==> src/rtl/immgen_pkg.sv <==
// Shared types, opcode constants and the XLEN-agnostic immediate decoder.
// Define IMMGEN_FP_EN to treat the FP load/store/arith opcodes as legal.
package immgen_pkg;

    typedef enum logic [2:0] {
        FMT_R = 3'd0,
        FMT_I = 3'd1,
        FMT_S = 3'd2,
        FMT_B = 3'd3,
        FMT_U = 3'd4,
        FMT_J = 3'd5,
        FMT_Z = 3'd6
    } imm_fmt_t;

    localparam logic [6:0] OPC_LOAD      = 7'b0000011;
    localparam logic [6:0] OPC_FLOAD     = 7'b0000111;
    localparam logic [6:0] OPC_OP_IMM    = 7'b0010011;
    localparam logic [6:0] OPC_AUIPC     = 7'b0010111;
    localparam logic [6:0] OPC_OP_IMM_32 = 7'b0011011;
    localparam logic [6:0] OPC_STORE     = 7'b0100011;
    localparam logic [6:0] OPC_FSTORE    = 7'b0100111;
    localparam logic [6:0] OPC_OP        = 7'b0110011;
    localparam logic [6:0] OPC_LUI       = 7'b0110111;
    localparam logic [6:0] OPC_FMADD     = 7'b1000011;
    localparam logic [6:0] OPC_FMSUB     = 7'b1000111;
    localparam logic [6:0] OPC_FNMSUB    = 7'b1001011;
    localparam logic [6:0] OPC_FNMADD    = 7'b1001111;
    localparam logic [6:0] OPC_OP_FP     = 7'b1010011;
    localparam logic [6:0] OPC_BRANCH    = 7'b1100011;
    localparam logic [6:0] OPC_JALR      = 7'b1100111;
    localparam logic [6:0] OPC_JAL       = 7'b1101111;
    localparam logic [6:0] OPC_SYSTEM    = 7'b1110011;

    typedef struct packed {
        logic [63:0] imm;
        imm_fmt_t    fmt;
        logic        illegal;
    } imm_dec_t;

    // Immediates are always built at 64 bits; narrower users keep the low bits,
    // which are identical to a native narrow sign/zero extension.
    function automatic imm_dec_t imm_decode(input logic [31:0] instr, input logic xlen64);
        imm_dec_t r;
        r.imm     = 64'd0;
        r.fmt     = FMT_R;
        r.illegal = 1'b0;
        case (instr[6:0])
            OPC_OP_IMM, OPC_JALR, OPC_LOAD: begin
                r.imm = {{52{instr[31]}}, instr[31:20]};
                r.fmt = FMT_I;
            end
            OPC_STORE: begin
                r.imm = {{52{instr[31]}}, instr[31:25], instr[11:7]};
                r.fmt = FMT_S;
            end
            OPC_BRANCH: begin
                r.imm = {{51{instr[31]}}, instr[31], instr[7], instr[30:25], instr[11:8], 1'b0};
                r.fmt = FMT_B;
            end
            OPC_LUI, OPC_AUIPC: begin
                r.imm = {{32{instr[31]}}, instr[31:12], 12'd0};
                r.fmt = FMT_U;
            end
            OPC_JAL: begin
                r.imm = {{43{instr[31]}}, instr[31], instr[19:12], instr[20], instr[30:21], 1'b0};
                r.fmt = FMT_J;
            end
            OPC_SYSTEM: begin
                if (instr[14]) begin
                    r.imm = {59'd0, instr[19:15]};
                    r.fmt = FMT_Z;
                end else begin
                    r.imm = {52'd0, instr[31:20]};
                    r.fmt = FMT_I;
                end
            end
            OPC_OP: begin
                r.fmt = FMT_R;
            end
            OPC_OP_IMM_32: begin
                if (xlen64) begin
                    r.imm = {{52{instr[31]}}, instr[31:20]};
                    r.fmt = FMT_I;
                end else begin
                    r.illegal = 1'b1;
                end
            end
`ifdef IMMGEN_FP_EN
            OPC_FLOAD: begin
                r.imm = {{52{instr[31]}}, instr[31:20]};
                r.fmt = FMT_I;
            end
            OPC_FSTORE: begin
                r.imm = {{52{instr[31]}}, instr[31:25], instr[11:7]};
                r.fmt = FMT_S;
            end
            OPC_FMADD, OPC_FMSUB, OPC_FNMSUB, OPC_FNMADD, OPC_OP_FP: begin
                r.fmt = FMT_R;
            end
`endif
            default: begin
                r.illegal = 1'b1;
            end
        endcase
        return r;
    endfunction

endpackage

==> src/rtl/immgen_decode.sv <==
// Combinational immediate decoder sized to XLEN (32 or 64).
// FP opcode legality follows IMMGEN_FP_EN through immgen_pkg.
module immgen_decode
    import immgen_pkg::*;
#(
    parameter int XLEN = 32
) (
    input  logic [31:0]     i_instr,
    output logic [XLEN-1:0] o_imm,
    output imm_fmt_t        o_fmt,
    output logic            o_illegal
);

    localparam logic XLEN64 = (XLEN == 64);

    imm_dec_t w_dec;

    assign w_dec     = imm_decode(i_instr, XLEN64);
    assign o_imm     = w_dec.imm[XLEN-1:0];
    assign o_fmt     = w_dec.fmt;
    assign o_illegal = w_dec.illegal;

    generate
        if (XLEN < 64) begin : g_narrow
            logic w_unused_hi;
            assign w_unused_hi = ^w_dec.imm[63:XLEN];
        end
    endgenerate

endmodule

==> src/rtl/immgen_pipe.sv <==
// Registered immediate generator: decode at the input, one output register
// plus one skid register, valid/ready on both sides, flush on redirect.
// Optional IMMGEN_FP_EN makes FP opcodes legal (see immgen_pkg).
module immgen_pipe
    import immgen_pkg::*;
#(
    parameter int XLEN  = 32,
    parameter int TAG_W = 8
) (
    input  logic             clk,
    input  logic             rst,
    input  logic             flush,
    input  logic             in_valid,
    output logic             in_ready,
    input  logic [31:0]      in_instr,
    input  logic [TAG_W-1:0] in_tag,
    output logic             out_valid,
    input  logic             out_ready,
    output logic [XLEN-1:0]  out_imm,
    output logic [2:0]       out_fmt,
    output logic             out_illegal,
    output logic [TAG_W-1:0] out_tag
);

    // Payload layout: {imm, fmt, illegal, tag}; all-zero is the reset value.
    localparam int PW = XLEN + 3 + 1 + TAG_W;

    logic [XLEN-1:0] w_dec_imm;
    imm_fmt_t        w_dec_fmt;
    logic            w_dec_illegal;
    logic [PW-1:0]   w_in_pl;

    logic            r_out_valid;
    logic [PW-1:0]   r_out_pl;
    logic            r_skid_valid;
    logic [PW-1:0]   r_skid_pl;
    logic            r_in_ready;

    logic            w_in_fire;
    logic            w_out_free;
    logic            w_out_valid_nx;
    logic [PW-1:0]   w_out_pl_nx;
    logic            w_skid_valid_nx;
    logic [PW-1:0]   w_skid_pl_nx;

    immgen_decode #(.XLEN(XLEN)) u_decode (
        .i_instr   (in_instr),
        .o_imm     (w_dec_imm),
        .o_fmt     (w_dec_fmt),
        .o_illegal (w_dec_illegal)
    );

    assign w_in_pl    = {w_dec_imm, w_dec_fmt, w_dec_illegal, in_tag};
    assign w_in_fire  = in_valid & r_in_ready;
    assign w_out_free = ~r_out_valid | out_ready;

    // Next-state selection for output and skid registers; flush wins over loads.
    always_comb begin
        w_out_valid_nx  = r_out_valid;
        w_out_pl_nx     = r_out_pl;
        w_skid_valid_nx = r_skid_valid;
        w_skid_pl_nx    = r_skid_pl;
        if (flush) begin
            w_out_valid_nx  = 1'b0;
            w_skid_valid_nx = 1'b0;
        end else if (r_skid_valid) begin
            // in_ready is low here, so only the skid entry can move forward
            if (w_out_free) begin
                w_out_valid_nx  = 1'b1;
                w_out_pl_nx     = r_skid_pl;
                w_skid_valid_nx = 1'b0;
            end else begin
                w_skid_valid_nx = 1'b1;
            end
        end else if (w_in_fire) begin
            if (w_out_free) begin
                w_out_valid_nx = 1'b1;
                w_out_pl_nx    = w_in_pl;
            end else begin
                w_skid_valid_nx = 1'b1;
                w_skid_pl_nx    = w_in_pl;
            end
        end else if (r_out_valid & out_ready) begin
            w_out_valid_nx = 1'b0;
        end else begin
            w_out_valid_nx = r_out_valid;
        end
    end

    // State registers; in_ready is registered from the next skid occupancy.
    always_ff @(posedge clk) begin
        if (rst) begin
            r_out_valid  <= 1'b0;
            r_out_pl     <= {PW{1'b0}};
            r_skid_valid <= 1'b0;
            r_skid_pl    <= {PW{1'b0}};
            r_in_ready   <= 1'b1;
        end else begin
            r_out_valid  <= w_out_valid_nx;
            r_out_pl     <= w_out_pl_nx;
            r_skid_valid <= w_skid_valid_nx;
            r_skid_pl    <= w_skid_pl_nx;
            r_in_ready   <= ~w_skid_valid_nx;
        end
    end

    assign in_ready    = r_in_ready;
    assign out_valid   = r_out_valid;
    assign out_imm     = r_out_pl[PW-1 -: XLEN];
    assign out_fmt     = r_out_pl[TAG_W+3 -: 3];
    assign out_illegal = r_out_pl[TAG_W];
    assign out_tag     = r_out_pl[TAG_W-1:0];

endmodule

==> config.mk <==
export PLATFORM = sky130hd
export DESIGN_NAME = immgen_pipe
export DESIGN_NICKNAME = d
export VERILOG_FILES = /design/src/rtl/immgen_pkg.sv /design/src/rtl/immgen_decode.sv /design/src/rtl/immgen_pipe.sv
export SDC_FILE = /design/constraint.sdc
export NUM_CORES = 1
export LEC_CHECK = 0
export CORE_ASPECT_RATIO = 1.25
export CORE_MARGIN = 2
export CORE_UTILIZATION = 46
export DETAILED_ROUTE_END_ITERATION = 8
export HOLD_SLACK_MARGIN = 0.08
export PLACE_DENSITY = 0.87
export REMOVE_ABC_BUFFERS = 1
export SLEW_MARGIN = 20
export SYNTH_ARGS = -nofsm -noshare
export SYNTH_HDL_FRONTEND = slang
export SYNTH_SLANG_ARGS = --single-unit
==> constraint.sdc <==
create_clock -name clk -period 1.9 [get_ports clk]
set_input_delay 0.57 -clock clk [delete_from_list [all_inputs] [get_ports clk]]
set_output_delay 0.57 -clock clk [all_outputs]
set_load 0.03 [all_outputs]
==> impl_metrics.ini <==
[clocking]
clkSinkCount = 91
clk_transition_reported_paths_ps = 60
cts_hold_buf = 0
h-tree-depth = 3
tritoncts = built
clk_latency_ps = 350
cts_made_buffers = 9
clockBufferDepth = 2
cts-root-buf = clkbuf_16

[global_routing]
grt_pass1_wl_um = 21830
grt_usage_pct = 26.84
grt_pass1_vias = 4539
overflow = 0
antenna_found_initial = 0
grt_max_degree = 54

[yosys]
synth.distinct_cells = 52
ys_warn_count = 0
synth.avg_cell_area_um2 = 8.471
synthAdderAreaFrac_pct = 0
synth_flop_cell = dfxtp_1
synth_compound_area_share_pct = 29.10
synth_simple_gate_area_share_pct = 20.03
ys_seq_elements = 91
syn_inst = 500
synth_xor_area_share_pct = 0
synth_top_family_by_area = compound AO/OA/AOI/OAI gates
ys_async_sr_fraction_pct = 0
syn_area_um2 = 4235
synth_edf_count = 0
yosys-mux-area-fraction_pct = 1.891
yosysSeqAreaShare_pct = 43.01

[timing]
finalHoldViolCount = 0
slew_violations = 0
skew_ps = 5.203
setup_viol = 0
relSlewSlack_pct = 61.20
timing.hold.ws_ps = 459.1
fin_ws_ps = 47.34
period_needed_ps = 1853
worstMarginPinSlew_ps = 581.4
rsz0062_at_grt = true
fmax_ghz = 0.5398
post-route-period-util_pct = 97.51

[routing]
vias_per_cell = 5.933
via_count = 4592
drt-initial-drc-count = 325
drtAntennaViolNets = 0
drc_errors = 0
wire_per_inst_um = 17.90
dr.pass1.iters = 5
finalWirelength_um = 13850

[place]
dpl_worst_slack_ps = -799.5
place_congestion = 0.9255
dp_hpwl_um = 8993
io_buffers = 90

[floorplanning]
io_pins = 91
fp.dieH_um = 111.3
die_x_um = 89.83
fp-row-count = 39
core-area_um2 = 9027
start_util_pct = 46.92
dieArea_um2 = 9996

[setup_path]
crit_top_cell = buf_4
cpPeakStageDelay_ps = 270
cp.arrival_ps = 2140
worst_setup_path_start_kind = input port
crit_path_top_delay_cell = clkdlybuf4s15_2
crit_chain = clkdlybuf4s15_2, nor2b_2, buf_4, nand3_1, o21ba_2, nor3_4, buf_4, a221o_1
endpoint_kind = flop
crit_required_ps = 2190
crit_fanout = 8
crit_family = buffers and inverters
worst-path-buf-inv = 3
crit_type = in2reg

[run_status]
status = completed

[power_and_ir_drop]
p_leak_nw = 2.473
ir_drop_mv = 0.4091
p_per_area_nw_per_um2 = 743.5
p_total_mw = 4.680

[cells_and_area]
nets = 691
antennaDiodeCount = 0
area_growth_pct = 48.63
drive_gt1_share_pct = 25.04

[run]
drv_cap = 0

[worst_hold_path]
min_path_type = reg2reg
per-stage QoR:
step	utilization (%)	TNS (ps)	instance area, um^2	std cells
2_1_floorplan	-	-65720	4031	455
3_3_place_gp	63.67	-46250	5748	746
3_5_place_dp	63.67	-48550	5748	746
4_1_cts	68.59	0	6192	769
5_1_grt	69.73	-58.69	6295	774
6_report	69.73	0	6295	774
logic make-up (layout without fill, tap and decap cells):
| group | Yosys count | in the layout |
|---|---|---|
| simple gates | 181 | 181 |
| flops | 91 | 91 |
| mux | 8 | 8 |
| buf+inv | 58 | 209 |
| compound gates | 162 | 162 |
path summary, 6_finish.rpt:
path                                                 from                         end  slack (ps)  depth (start not counted)
worst max register to register    r_skid_valid$_SDFF_PP0_   r_out_pl[11]$_SDFFE_PP0P_         170                          5
worst min register to register  r_skid_pl[6]$_SDFFE_PP0P_   r_skid_pl[6]$_SDFFE_PP0P_         460                          2
worst min-delay path            r_skid_pl[6]$_SDFFE_PP0P_   r_skid_pl[6]$_SDFFE_PP0P_         460                          2
worst max-delay path                          in_instr[4]  r_skid_pl[25]$_SDFFE_PP0P_          50                          8
report_power, final:
part / leakage, nW / total [mW] / internal (mW) / switching (mW)
clock network: 0.159 / 1.95 / 1.22 / 0.728
logic: 1.57 / 0.738 / 0.329 / 0.409
registers: 0.739 / 1.99 / 1.96 / 0.0292
area by class of cell:
| class | count | area [um^2] |
|---|---|---|
| clock buffer | 12 | 256.5 |
| clock inverter | 4 | 72.57 |
| fill | 651 | 2733 |
| inverter | 13 | 48.80 |
| multi-input combinational | 351 | 2286 |
| sequential | 91 | 1822 |
| tap | 123 | 153.9 |
| timing repair buffer | 180 | 1655 |
state kept, by name, indices dropped and copies added, names as in the netlist:
register and count:
r_skid_valid 1, r_out_pl 44, out_valid 1, in_ready 1, r_skid_pl 44
cell usage after synthesis (8+ instances only):
cell	n	area, um^2
o21ai_1	9	45.04
a221o_1	8	80.08
clkbuf_1	27	101.4
a211oi_1	23	172.7
o31ai_1	8	60.06
dfxtp_1	91	1822
nand2_1	72	270.3
a221oi_2	10	150.1
inv_1	12	45.04
nor3_1	12	60.06
o21ai_0	28	140.1
buf_2	16	80.08
a221oi_1	12	105.1
a21oi_1	36	180.2
nand3_1	11	55.05
nor2_1	53	198.9
mux2i_1	8	80.08
cell usage in the layout (no fill, tap or decap), types with 12 or more instances in the layout:
cell type,instances
a211oi_1,22
a21oi_1,32
a221oi_2,12
buf_4,74
clkdlybuf4s50_1,31
dfxtp_1,91
dlygate4sd2_1,48
nand2_1,69
nor2_1,50
o21ai_0,24
o21ai_1,13
per-layer routing:
layer	routed length [um]	share of wire [%]	GRT usage, %
met3	873	6.3	5.982
met1	5410	39	30.41
met5	0	0	0
met2	6878	50	46.46
met4	690	5.0	15.18
worst min-delay path: cells and delay by family, from the launching register on:
| family | cells | cell delay, ps |
|---|---|---|
| AO/OA/AOI/OAI | 1 | 50 |
| flip-flops | 1 | 310 |
| AND/OR/NAND/NOR | 1 | 50 |
repair_timing:
action | CTS | global route
buffers inserted | 5 | 4
setup endpoints to repair | 116 | 63
cloned | 2 | 2
gates resized for setup | 92 | 25
pin swaps | 10 | 21
Power figures use the tool's default switching activity.
